## config.mk

```make
export PLATFORM = sky130hd
export DESIGN_NAME = stopwatch_lap_core
export DESIGN_NICKNAME = d
export VERILOG_FILES = /design/src/rtl/stopwatch_lap_core.sv
export SDC_FILE = /design/constraint.sdc
export NUM_CORES = 1
export LEC_CHECK = 0
export ABC_AREA = 1
export CAP_MARGIN = 30
export CORE_MARGIN = 4
export CORE_UTILIZATION = 40
export CTS_CLUSTER_SIZE = 28
export DETAILED_ROUTE_END_ITERATION = 8
export SKIP_CTS_REPAIR_TIMING = 1
export SLEW_MARGIN = 15
export SYNTH_ARGS = -nofsm -noshare
export SYNTH_HDL_FRONTEND = slang
export SYNTH_SLANG_ARGS = --single-unit
```

## constraint.sdc

```tcl
create_clock -name clk -period 3.75 [get_ports clk]
set_input_delay 0.75 -clock clk [delete_from_list [all_inputs] [get_ports clk]]
set_output_delay 0.75 -clock clk [all_outputs]
set_load 0.03 [all_outputs]
```

## src/rtl/stopwatch_lap_core.sv

```systemverilog
// stopwatch_lap_core
// Stopwatch core with lap-freeze. Counts seconds and centiseconds from 00.00
// to 59.99 in packed BCD. The lap feature freezes the displayed value while
// the count keeps running underneath.
//
// Ports:
//   clk        system clock
//   reset_p    asynchronous active-high reset
//   start_pe   one-cycle pulse, start/stop toggle
//   lap_pe     one-cycle pulse, lap freeze/release
//   clear_pe   one-cycle pulse, zero the count (only while paused)
//   value      {sec10,sec1,csec10,csec1} BCD for the 4-digit display
//   running    high in RUN or LAP
//   lap_active high while the display is frozen (LAP)
//   wrap       one-cycle pulse when the count rolls 59.99 -> 00.00
module stopwatch_lap_core #(
  parameter int TICK_DIV   = 1_000_000,
  parameter int PRESCALE_W = 20
) (
  input  logic        clk,
  input  logic        reset_p,
  input  logic        start_pe,
  input  logic        lap_pe,
  input  logic        clear_pe,
  output logic [15:0] value,
  output logic        running,
  output logic        lap_active,
  output logic        wrap
);

  typedef enum logic [1:0] {IDLE, RUN, LAP, PAUSE} state_t;

  localparam logic [PRESCALE_W-1:0] PRESC_LAST = PRESCALE_W'(TICK_DIV - 1);

  state_t                state_q, state_d;
  logic [PRESCALE_W-1:0] presc_q, presc_d;
  logic [15:0]           count_q, count_d;
  logic [15:0]           lap_q, lap_d;
  logic                  wrap_q, wrap_d;

  logic                  countEn;
  logic                  tick;
  logic                  clearHit;
  logic                  lapCapture;
  logic [15:0]           countInc;

  // The count only advances in RUN and LAP. The enable is taken from the
  // current state, so a tick landing on the same edge as a stop still counts.
  always_comb begin
    countEn = (state_q == RUN) || (state_q == LAP);
    tick    = countEn && (presc_q == PRESC_LAST);
  end

  // Next-state logic. Priority is start over lap over clear; lower-priority
  // pulses arriving together with a higher one are simply dropped.
  always_comb begin
    state_d    = state_q;
    clearHit   = 1'b0;
    lapCapture = 1'b0;
    unique case (state_q)
      IDLE: begin
        if (start_pe) state_d = RUN;
      end
      RUN: begin
        if (start_pe) begin
          state_d = PAUSE;
        end else if (lap_pe) begin
          state_d    = LAP;
          lapCapture = 1'b1;
        end
      end
      LAP: begin
        if (start_pe)    state_d = PAUSE;
        else if (lap_pe) state_d = RUN;
      end
      PAUSE: begin
        if (start_pe) begin
          state_d = RUN;
        end else if (clear_pe) begin
          state_d  = IDLE;
          clearHit = 1'b1;
        end
      end
      default: state_d = IDLE;
    endcase
  end

  // BCD increment with carry ripple through the four digits; sec10 rolls at 5
  // so the whole count wraps from 59.99 to 00.00.
  always_comb begin
    countInc = count_q;
    if (count_q[3:0] == 4'd9) begin
      countInc[3:0] = 4'd0;
      if (count_q[7:4] == 4'd9) begin
        countInc[7:4] = 4'd0;
        if (count_q[11:8] == 4'd9) begin
          countInc[11:8] = 4'd0;
          if (count_q[15:12] == 4'd5) countInc[15:12] = 4'd0;
          else                        countInc[15:12] = count_q[15:12] + 4'd1;
        end else begin
          countInc[11:8] = count_q[11:8] + 4'd1;
        end
      end else begin
        countInc[7:4] = count_q[7:4] + 4'd1;
      end
    end else begin
      countInc[3:0] = count_q[3:0] + 4'd1;
    end
  end

  // Datapath next values. The prescaler holds while stopped so a pause does
  // not lose the partial tick; a clear from PAUSE zeroes everything. The lap
  // register grabs the count as it stood before any same-edge tick.
  always_comb begin
    presc_d = presc_q;
    count_d = count_q;
    lap_d   = lap_q;
    wrap_d  = 1'b0;
    if (clearHit) begin
      presc_d = '0;
      count_d = '0;
      lap_d   = '0;
    end else begin
      if (countEn) presc_d = tick ? '0 : presc_q + 1'b1;
      if (tick) begin
        count_d = countInc;
        wrap_d  = (count_q == 16'h5999);
      end
      if (lapCapture) lap_d = count_q;
    end
  end

  // All state registers share the asynchronous reset.
  always_ff @(posedge clk or posedge reset_p) begin
    if (reset_p) begin
      state_q <= IDLE;
      presc_q <= '0;
      count_q <= '0;
      lap_q   <= '0;
      wrap_q  <= 1'b0;
    end else begin
      state_q <= state_d;
      presc_q <= presc_d;
      count_q <= count_d;
      lap_q   <= lap_d;
      wrap_q  <= wrap_d;
    end
  end

  // Display shows the frozen lap value in LAP, otherwise the live count.
  always_comb begin
    value      = (state_q == LAP) ? lap_q : count_q;
    running    = (state_q == RUN) || (state_q == LAP);
    lap_active = (state_q == LAP);
    wrap       = wrap_q;
  end

endmodule

```

* After elaboration in Yosys (flattened, before gate mapping)
Cells that the tools add are included.
Word-level totals: register bits after elaboration 55, output and inout port bits 19, logic and storage cells 70
Cells by class: add/sub/neg operators 5, eq/ne operators 13, muxes and demuxes 31, reduce and logical (&&, ||, !) cells 13
Operators by type and width (count):
- two-way mux 16 bit | 5
- two-way mux 20 bit | 3
- adder 20 x 1 -> 20 bit, second input constant | 1
- == test 20 bit, second input constant | 1
- two-way mux 4 bit | 5
- adder 4 x 1 -> 4 bit, second input constant | 4
- == test 16 x 15 -> 1 bit, second input constant | 1
- two-way mux 2 bit | 7
- == test 4 bit, second input constant | 3
- two-way mux 12 bit | 1
- nonzero test 2 bit | 6
- != test 3 bit, second input constant | 3
- two-way mux 1 bit | 8
- two-way mux 8 bit | 1
- one-hot mux 2 bit (4 select lines) | 1
- AND reduction 4 bit | 2
- == test 2 bit, second input constant | 2
- == test 4 x 3 -> 1 bit, second input constant | 1
- AND reduction 3 bit | 1
- == test 2 x 1 -> 1 bit, second input constant | 1
- logical NOT 2 bit | 1
- != test 2 bit, second input constant | 1
- AND reduction 2 bit | 1
- logical AND 1 bit | 1
- logical OR 1 bit | 1

* Logic depth before layout (Yosys ltp)
Gate-level depths: netlist of the first run.
depth after elaboration 7, depth in mapped cells 10

* Worst setup path after synthesis of the first run
Ideal clock, no wire load.
path type register to output, from register state_q[0], to output value[11], data arrival time 1.895 ns, slack 1.105 ns, cell stages (with the launch flop) 6, path through dfrtp_1 inv_1 ha_1 clkbuf_1 clkbuf_1 o21ai_0
On the way: word-level cells in the longest chain between the ends 2
RTL lines:
- start: declaration | line 35 | state_t state_q, state_d;
- start signal: assignment | line 142 | state_q <= state_d;
- == test 2 bit
- via lap_active | line 27 | output logic lap_active,
- two-way mux 16 bit | line 152 | value = (state_q == LAP) ? lap_q : count_q;
- end: declaration | line 25 | output logic [15:0] value,
The timed path passes the listed nets, and every way through them passes these cells.

* Final worst setup path of the first run
from register state_q[0], to output value[12]
On the way: word-level cells in the longest chain between the ends 2
RTL lines (line):
- == test 2 bit | 152
- two-way mux 16 bit | 152
No other way between the ends.

==> summary.txt, run 1 <==
Outcome
  • Status: finished, final reports clean

Timing
  • Slew margin rel.: 53.9%
  • Peak Freq: approximately 340 MHz
  • Final Cycle Share: ~79%
  • Clock Skews: approximately 13 ps
  • Crit path time final: 2960 ps
  • Setup ws final: 794 ps
  • Pins Over Slew Limit: 0
  • Unrepaired setup endpoints after global routing: false
  • Setup TNS Final: 0 ps
  • Slew @ Worst Pin: around 690 ps
  • Final Hold Fails: 0
  • Final setup violation count: 0

Global routing
  • Vias in the first global route: 2673
  • GRT Total Usage: between 10% and 20%
  • GR Overflow Total: 0
  • Largest net degree at the start of global routing: 36
  • Global-route wire length before repair: about 13000 um
  • Initial antenna violation count: 0

Clock network
  • CTS tree: done
  • # clock sinks: 55
  • CTS H-tree depth: 2
  • Clk Latency, worst-skew pair: just over 300 ps
  • Num CTS Buffers: 5
  • CTS root buf: clkbuf_8
  • Clk buf depth: 2
  • Clock-pin slew on the worst setup and hold paths: 110 ps

Synthesis
  • Compound-Gate Fraction of Synth Area: under 10%
  • Syn avg cell area: between 7 and 8 um2
  • Synth unique cells: 36
  • Largest family of logic cells by synthesized area: simple AND/OR/NAND/NOR gates
  • Syn Std Cell Area: 0.00329 mm2
  • Post-Synth Simple-Gate Area: between 30% and 40%
  • Seq/Total Area, Yosys: 41.8%
  • Synth Area in Adders: between 5 and 6%
  • Yosys warnings: 0
  • Synth Net Count: 452
  • Yosys reg bits: 55
  • Mux contribution to synthesized area: 0%
  • XOR/XNOR Fraction of Synth Area: under 10%
  • Synthesized instance count: 433

Run
  • Max_cap viols: 0

Layout
  • Layout area overhead: 13.0%
  • Reg area: between 0.001 and 0.0015 mm2
  • Filler cells: just over 800
  • Commonest non-fill, non-tap cells in the layout: 109 x nand2_1, 55 x dfrtp_1, 44 x nor2_1
  • Inserted Diodes: 0
  • Commonest non-fill, non-tap cell in the layout: nand2_1
  • Layout cells sized above 1: 7.91%
  • Multi-input logic area: between 0.0015 and 0.002 mm2
  • Non-Filler Instances: between 500 and 600
  • # nets final: around 470

Floorplan
  • Initial Utilization: about two fifths
  • Die Area: around 0.0097 mm2
  • Core area: about 0.0078 mm2
  • Die Ht: 98.7 um
  • IO Count: 24
  • Die Wd: between 90 and 100 um
  • Row Count: 32

Routing
  • Post-route DRC: 0
  • DR WL/cell: about 13 um
  • Initial DRT Pass Iterations: 5
  • Iteration-0 DRC Markers: between 100 and 150
  • Routed WL: approximately 7500 um
  • Routed vias: between 2000 and 3000
  • Via density per instance: between 5 and 6
  • Antenna Nets Post-Route: 0

Min path
  • WHS Path Cells: 2
  • Hold Crit Class: reg -> reg

Critical path
  • Critical path type: reg -> out
  • CP max FO: 35
  • Worst setup EP type: output port
  • Critical path arrival: between 2000 and 2500 ps
  • CP Launch Type: flip-flop
  • Worst R2R Path Depth: 9
  • Critical path required time: approximately 3000 ps

Placement
  • PortBufs: 23
  • Gpl congestion: 0.820
  • Cells after DPL: 550
  • Dpl hpwl: 5360 um
  • Worst slack at placement: approximately 1100 ps

Power
  • Leak pwr: approximately 1.6 nW
  • Final Power: roughly 1.9 mW
  • PwrDens: 501 mW/mm2
  • Worst vdd ir: between 0.0002 and 0.00025 V
==> power by group <==
part	switching [mW]	internal [mW]	leakage, nW	total (mW)
Combinational	0.505	0.222	0.832	0.727
Clock	0.198	0.196	0.0502	0.394
Sequential	0.0783	0.663	0.752	0.741
==> Yosys cell counts, drive strengths merged <==
master,number,area share (%)
nor3b,3,0.99
a31oi,1,0.19
xor2,7,1.9
and3,1,0.19
nand3b,1,0.23
nor3,7,1.4
o21ai,50,7.6
nand3,46,7.7
inv,45,5.1
o21bai,3,0.68
buf,6,1.4
nand2,112,13
nand4,10,1.9
clkbuf,6,0.68
xnor2,2,0.53
dfrtp,55,42
a22oi,1,0.23
a21oi,5,0.76
o22ai,2,0.38
ha,14,5.3
nor2,53,7.3
or2,1,0.19
and2,2,0.38
==> worst paths after layout <==
path                                               from                      end  slack [ps]
worst max register to register   state_q[1]$_DFFE_PP0P_   count_q[6]$_DFFE_PP0P_        1730
worst max-delay path             state_q[0]$_DFFE_PP0P_                value[12]         790
min in group asynchronous                       reset_p    lap_q[12]$_DFFE_PP0P_         740
worst min register to register  count_q[15]$_DFFE_PP0P_  count_q[15]$_DFFE_PP0P_         500
worst min-delay path            count_q[15]$_DFFE_PP0P_  count_q[15]$_DFFE_PP0P_         500
max in group asynchronous                       reset_p   presc_q[6]$_DFFE_PP0P_        2360
==> critical path: stages, from the launching register on <==
cell and delay (ps):
dfrtp_1 440, inv_1 130, ha_1 150, buf_4 300
nand2_1 80, o21ai_0 90, clkdlybuf4s50_1 700
==> layout make-up <==
type                       instances  area share (%)
clock buffer                       5            1.85
clock inverter                     2            1.01
inverter                          45            4.54
multi-input combinational        321            45.1
sequential                        55            37.0
tap                              102            3.43
timing repair buffer              27            7.00
==> stage by stage <==
stage / hold WS (ps) / util, % / cell area, um2
2_1_floorplan: 442 / - / 3290
3_3_place_gp: 460 / 46.0 / 3610
3_5_place_dp: 471 / 46.0 / 3610
4_1_cts: 499 / 47.4 / 3720
5_1_grt: 534 / 47.4 / 3720
6_report: 497 / 47.4 / 3720
==> routing by layer <==
metal	track usage [%]	wire length [um]	up-vias
li1	-	-	1448
met1	23.5	3740	1375
met2	25.2	3380	58
met3	2.97	273	8
met4	3.57	77	0
met5	0	0	-
==> sequential cells by signal, summed over array words and instances (netlist names) <==
name and count:
count_q 16, lap_q 16, state_q 2, presc_q 20, wrap 1
==> cell families after synthesis <==
family / after synthesis
buffers and inverters: 57
DFF: 55
xor gates and xnor gates: 9
and+or+nand+nor: 236
adders and majority gates: 14
AOI/OAI and AO/OA: 62
No activity file was read; power rests on OpenSTA's default activity.
==> run 2: changes to the inputs <==
==> constraint.sdc (replaced) <==
create_clock -name clk -period 2.6 [get_ports clk]
set_input_delay 0.52 -clock clk [delete_from_list [all_inputs] [get_ports clk]]
set_output_delay 0.52 -clock clk [all_outputs]
set_load 0.03 [all_outputs]
==> run 2 against run 1 <==
Effect of this change: critical path depth fell by 3; total power increased by 38%; sequential share of layout area grew 0.39 points; core utilization decreased by 0.49 points; register-to-register slack worse by 1100 ps; first-iteration DRC count is 9.0% lower; flip-flop and latch count stayed put; final area is 1.0% lower; via count shrank 3.0%; clock power rose by 19%; critical endpoint is now running; clock skew fell by 7.7 ps; sequential power rose by 44%.
==> summary.txt, run 2 (synthesized netlist as in run 1, its figures left out) <==
Timing
  • Fin Hold WS: 506 ps (+9.16 ps)
  • Pins Over Slew Limit: 0 (unchanged)
  • Slew margin rel.: 78.3% (+24 points)
  • Clock Skews: 5.36 ps (-7.65 ps)
  • Peak Freq: between 400 and 500 MHz
  • Unrepaired setup endpoints after global routing: false
  • Crit path time final: 2440 ps
  • Setup TNS Final: 0 ps (unchanged)
  • Slew @ Worst Pin: 323 ps (-366 ps)
  • Final Hold Fails: 0 (unchanged)
  • Final Cycle Share: between 90% and 100%
  • Setup ws final: 158 ps (-636 ps)
  • Final setup violation count: 0 (unchanged)

Critical path
  • Worst R2R Path Depth: 9 (unchanged)
  • Worst setup EP type: output port
  • Reg2reg start: state_q[0]$_DFFE_PP0P_
  • Crit-path max cell delay: 690 ps (about the same)
  • Reg2Reg Setup Slack: 620 ps (-1110 ps)
  • Slowest cell on the critical path: clkdlybuf4s50_1
  • CP Launch Type: flip-flop
  • Reg-to-Reg End: count_q[6]$_DFFE_PP0P_
  • Crit path from: state_q[0]$_DFFE_PP0P_
  • CP max FO: 6 (-83%)
  • Worst-path cell chain: inv_1, ha_1, clkdlybuf4s50_1
  • Critical path arrival: 1920 ps (-290 ps)
  • Critical path type: reg -> out
  • Critical path required time: 2080 ps (-920 ps)

Clock network
  • Clk Latency, worst-skew pair: 310 ps (about the same)
  • CTS tree: done
  • CTS H-tree depth: 2 (unchanged)
  • Num CTS Buffers: 5 (unchanged)
  • # clock sinks: 55 (unchanged)
  • Clk buf depth: 2 (unchanged)
  • Clock-pin slew on the worst setup and hold paths: 100 ps (about the same)
  • CTS root buf: clkbuf_8

Power
  • PwrDens: 700 mW/mm2 (+40%)
  • Combinational share of power: 40.4% (+1.4 points)
  • Internal: 1.46 mW (+35%)
  • Leak pwr: 1.67 nW (+2.4%)
  • Net Sw Power: 1.12 mW (+43%)
  • Reg power frac: 41.4% (+1.6 points)
  • Switch share: 43.3% (+1.4 points)
  • Worst vdd ir: 0.000362 V (+66%)
  • Clock power frac: 18.2% (-2.9 points)

Floorplan
  • Die Area: 0.00974 mm2 (unchanged)
  • Row Count: 32 (unchanged)
  • Die Ht: 98.7 um (unchanged)
  • IO Count: 24 (unchanged)
  • Core area: 0.00785 mm2 (unchanged)
  • Initial Utilization: 41.9% (unchanged)
  • Die Wd: 98.7 um (unchanged)

Routing
  • Iteration-0 DRC Markers: 122 (-9.0%)
  • Routed vias: 2803 (-3.0%)
  • DRT met1 WL: 3720 um (-0.75%)
  • Initial DRT Pass Iterations: 5 (unchanged)
  • Top Layer Used: met4
  • Via density per instance: 5.01 (-3.3%)
  • Met3 wire len: 214 um (-22%)
  • Met2 Wirelength: 3370 um (-0.41%)
  • DR WL/cell: 13.2 um (-2.0%)
  • Post-route DRC: 0 (unchanged)
  • Antenna Nets Post-Route: 0 (unchanged)
  • Routed WL: 7350 um (-1.6%)

Global routing
  • Vias in the first global route: 2717 (+1.6%)
  • GRT Total Usage: 16.2% (+0.057 points)
  • Global-route wire length before repair: 13000 um (-0.53%)
  • Initial antenna violation count: 0 (unchanged)
  • Largest net degree at the start of global routing: 56 (+56%)
  • GR Overflow Total: 0 (unchanged)

Layout
  • Layout cells sized above 1: 12.0% (+4.1 points)
  • Inserted Diodes: 0 (unchanged)
  • Final core occ: 46.9% (-0.49 points)
  • Max reg flops: 20 (unchanged)
  • Commonest non-fill, non-tap cells in the layout: 109 x nand2_1, 55 x dfrtp_1, 44 x nor2_1
  • Commonest non-fill, non-tap cell in the layout: nand2_1
  • Finished Cell Area: 0.00368 mm2 (-1.0%)
  • Largest register by flop count: presc_q
  • Biggest regs: presc_q (20), count_q (16), lap_q (16)
  • Layout area overhead: 11.8%
  • Filler cells: 829 (+1.8%)
  • # nets final: 476 (+0.42%)

Run
  • Max_cap viols: 0 (unchanged)

Min path
  • WHS Path Cells: 2 (unchanged)
  • Worst hold endpoint: count_q[15]$_DFFE_PP0P_
  • Hold Crit Class: reg -> reg
  • HP Start: count_q[15]$_DFFE_PP0P_

Placement
  • Cell Area, Placed: 0.00360 mm2 (-0.42%)
  • Gpl congestion: 0.823 (+0.28%)
  • PortBufs: 23 (unchanged)
  • Dpl hpwl: 5280 um (-1.5%)
  • Worst slack at placement: 379 ps (-744 ps)

Outcome
  • Status: finished, final reports clean
-- run 2: area by class of cell --
type	instances	area (um2)	area share, %
clock buffer	5	68.8	1.87
clock inverter	2	13.8	0.374
inverter	45	169	4.59
multi-input combinational	321	1680	45.6
sequential	55	1380	37.4
tap	102	128	3.47
timing repair buffer	29	245	6.67
-- run 2: worst max-delay path by stage --
stage          cells after the start                       to  slack (ps)
3_5_place_dp                       8   count_q[6]$_DFFE_PP0P_         380
2_1_floorplan                      5                value[11]         190
4_1_cts                            3                  running         130
3_3_place_gp                       8  count_q[11]$_DFFE_PP0P_         440
5_1_grt                            3                  running          60
6_report                           3                  running         160
-- run 2: layer usage --
layer	global-route usage, %	vias up
li1	-	1450
met5	0	-
met1	23.2	1318
met4	3.99	0
met3	2.83	4
met2	25.7	31
-- run 2: through the flow --
stage	instances	power, mW
floorplan	433	1.82
global placement	552	2.11
detailed placement	552	2.13
CTS	559	2.61
global route	559	2.78
finish	559	2.57
-- run 2: worst max-delay path: cells and delay by family (launching register included) --
kind | cells | cell delay (ps)
adders and majority gates | 1 | 370
buffers and inverters | 2 | 800
DFF | 1 | 450
-- run 2: power by group through the flow --
stage | clock network (mW) | logic, mW | registers, mW
floorplan | 0 | 0.766 | 1.06
global route | 0.523 | 1.17 | 1.08
CTS | 0.488 | 1.05 | 1.07
detailed placement | 0 | 1.05 | 1.08
finish | 0.468 | 1.04 | 1.07
global placement | 0 | 1.04 | 1.08
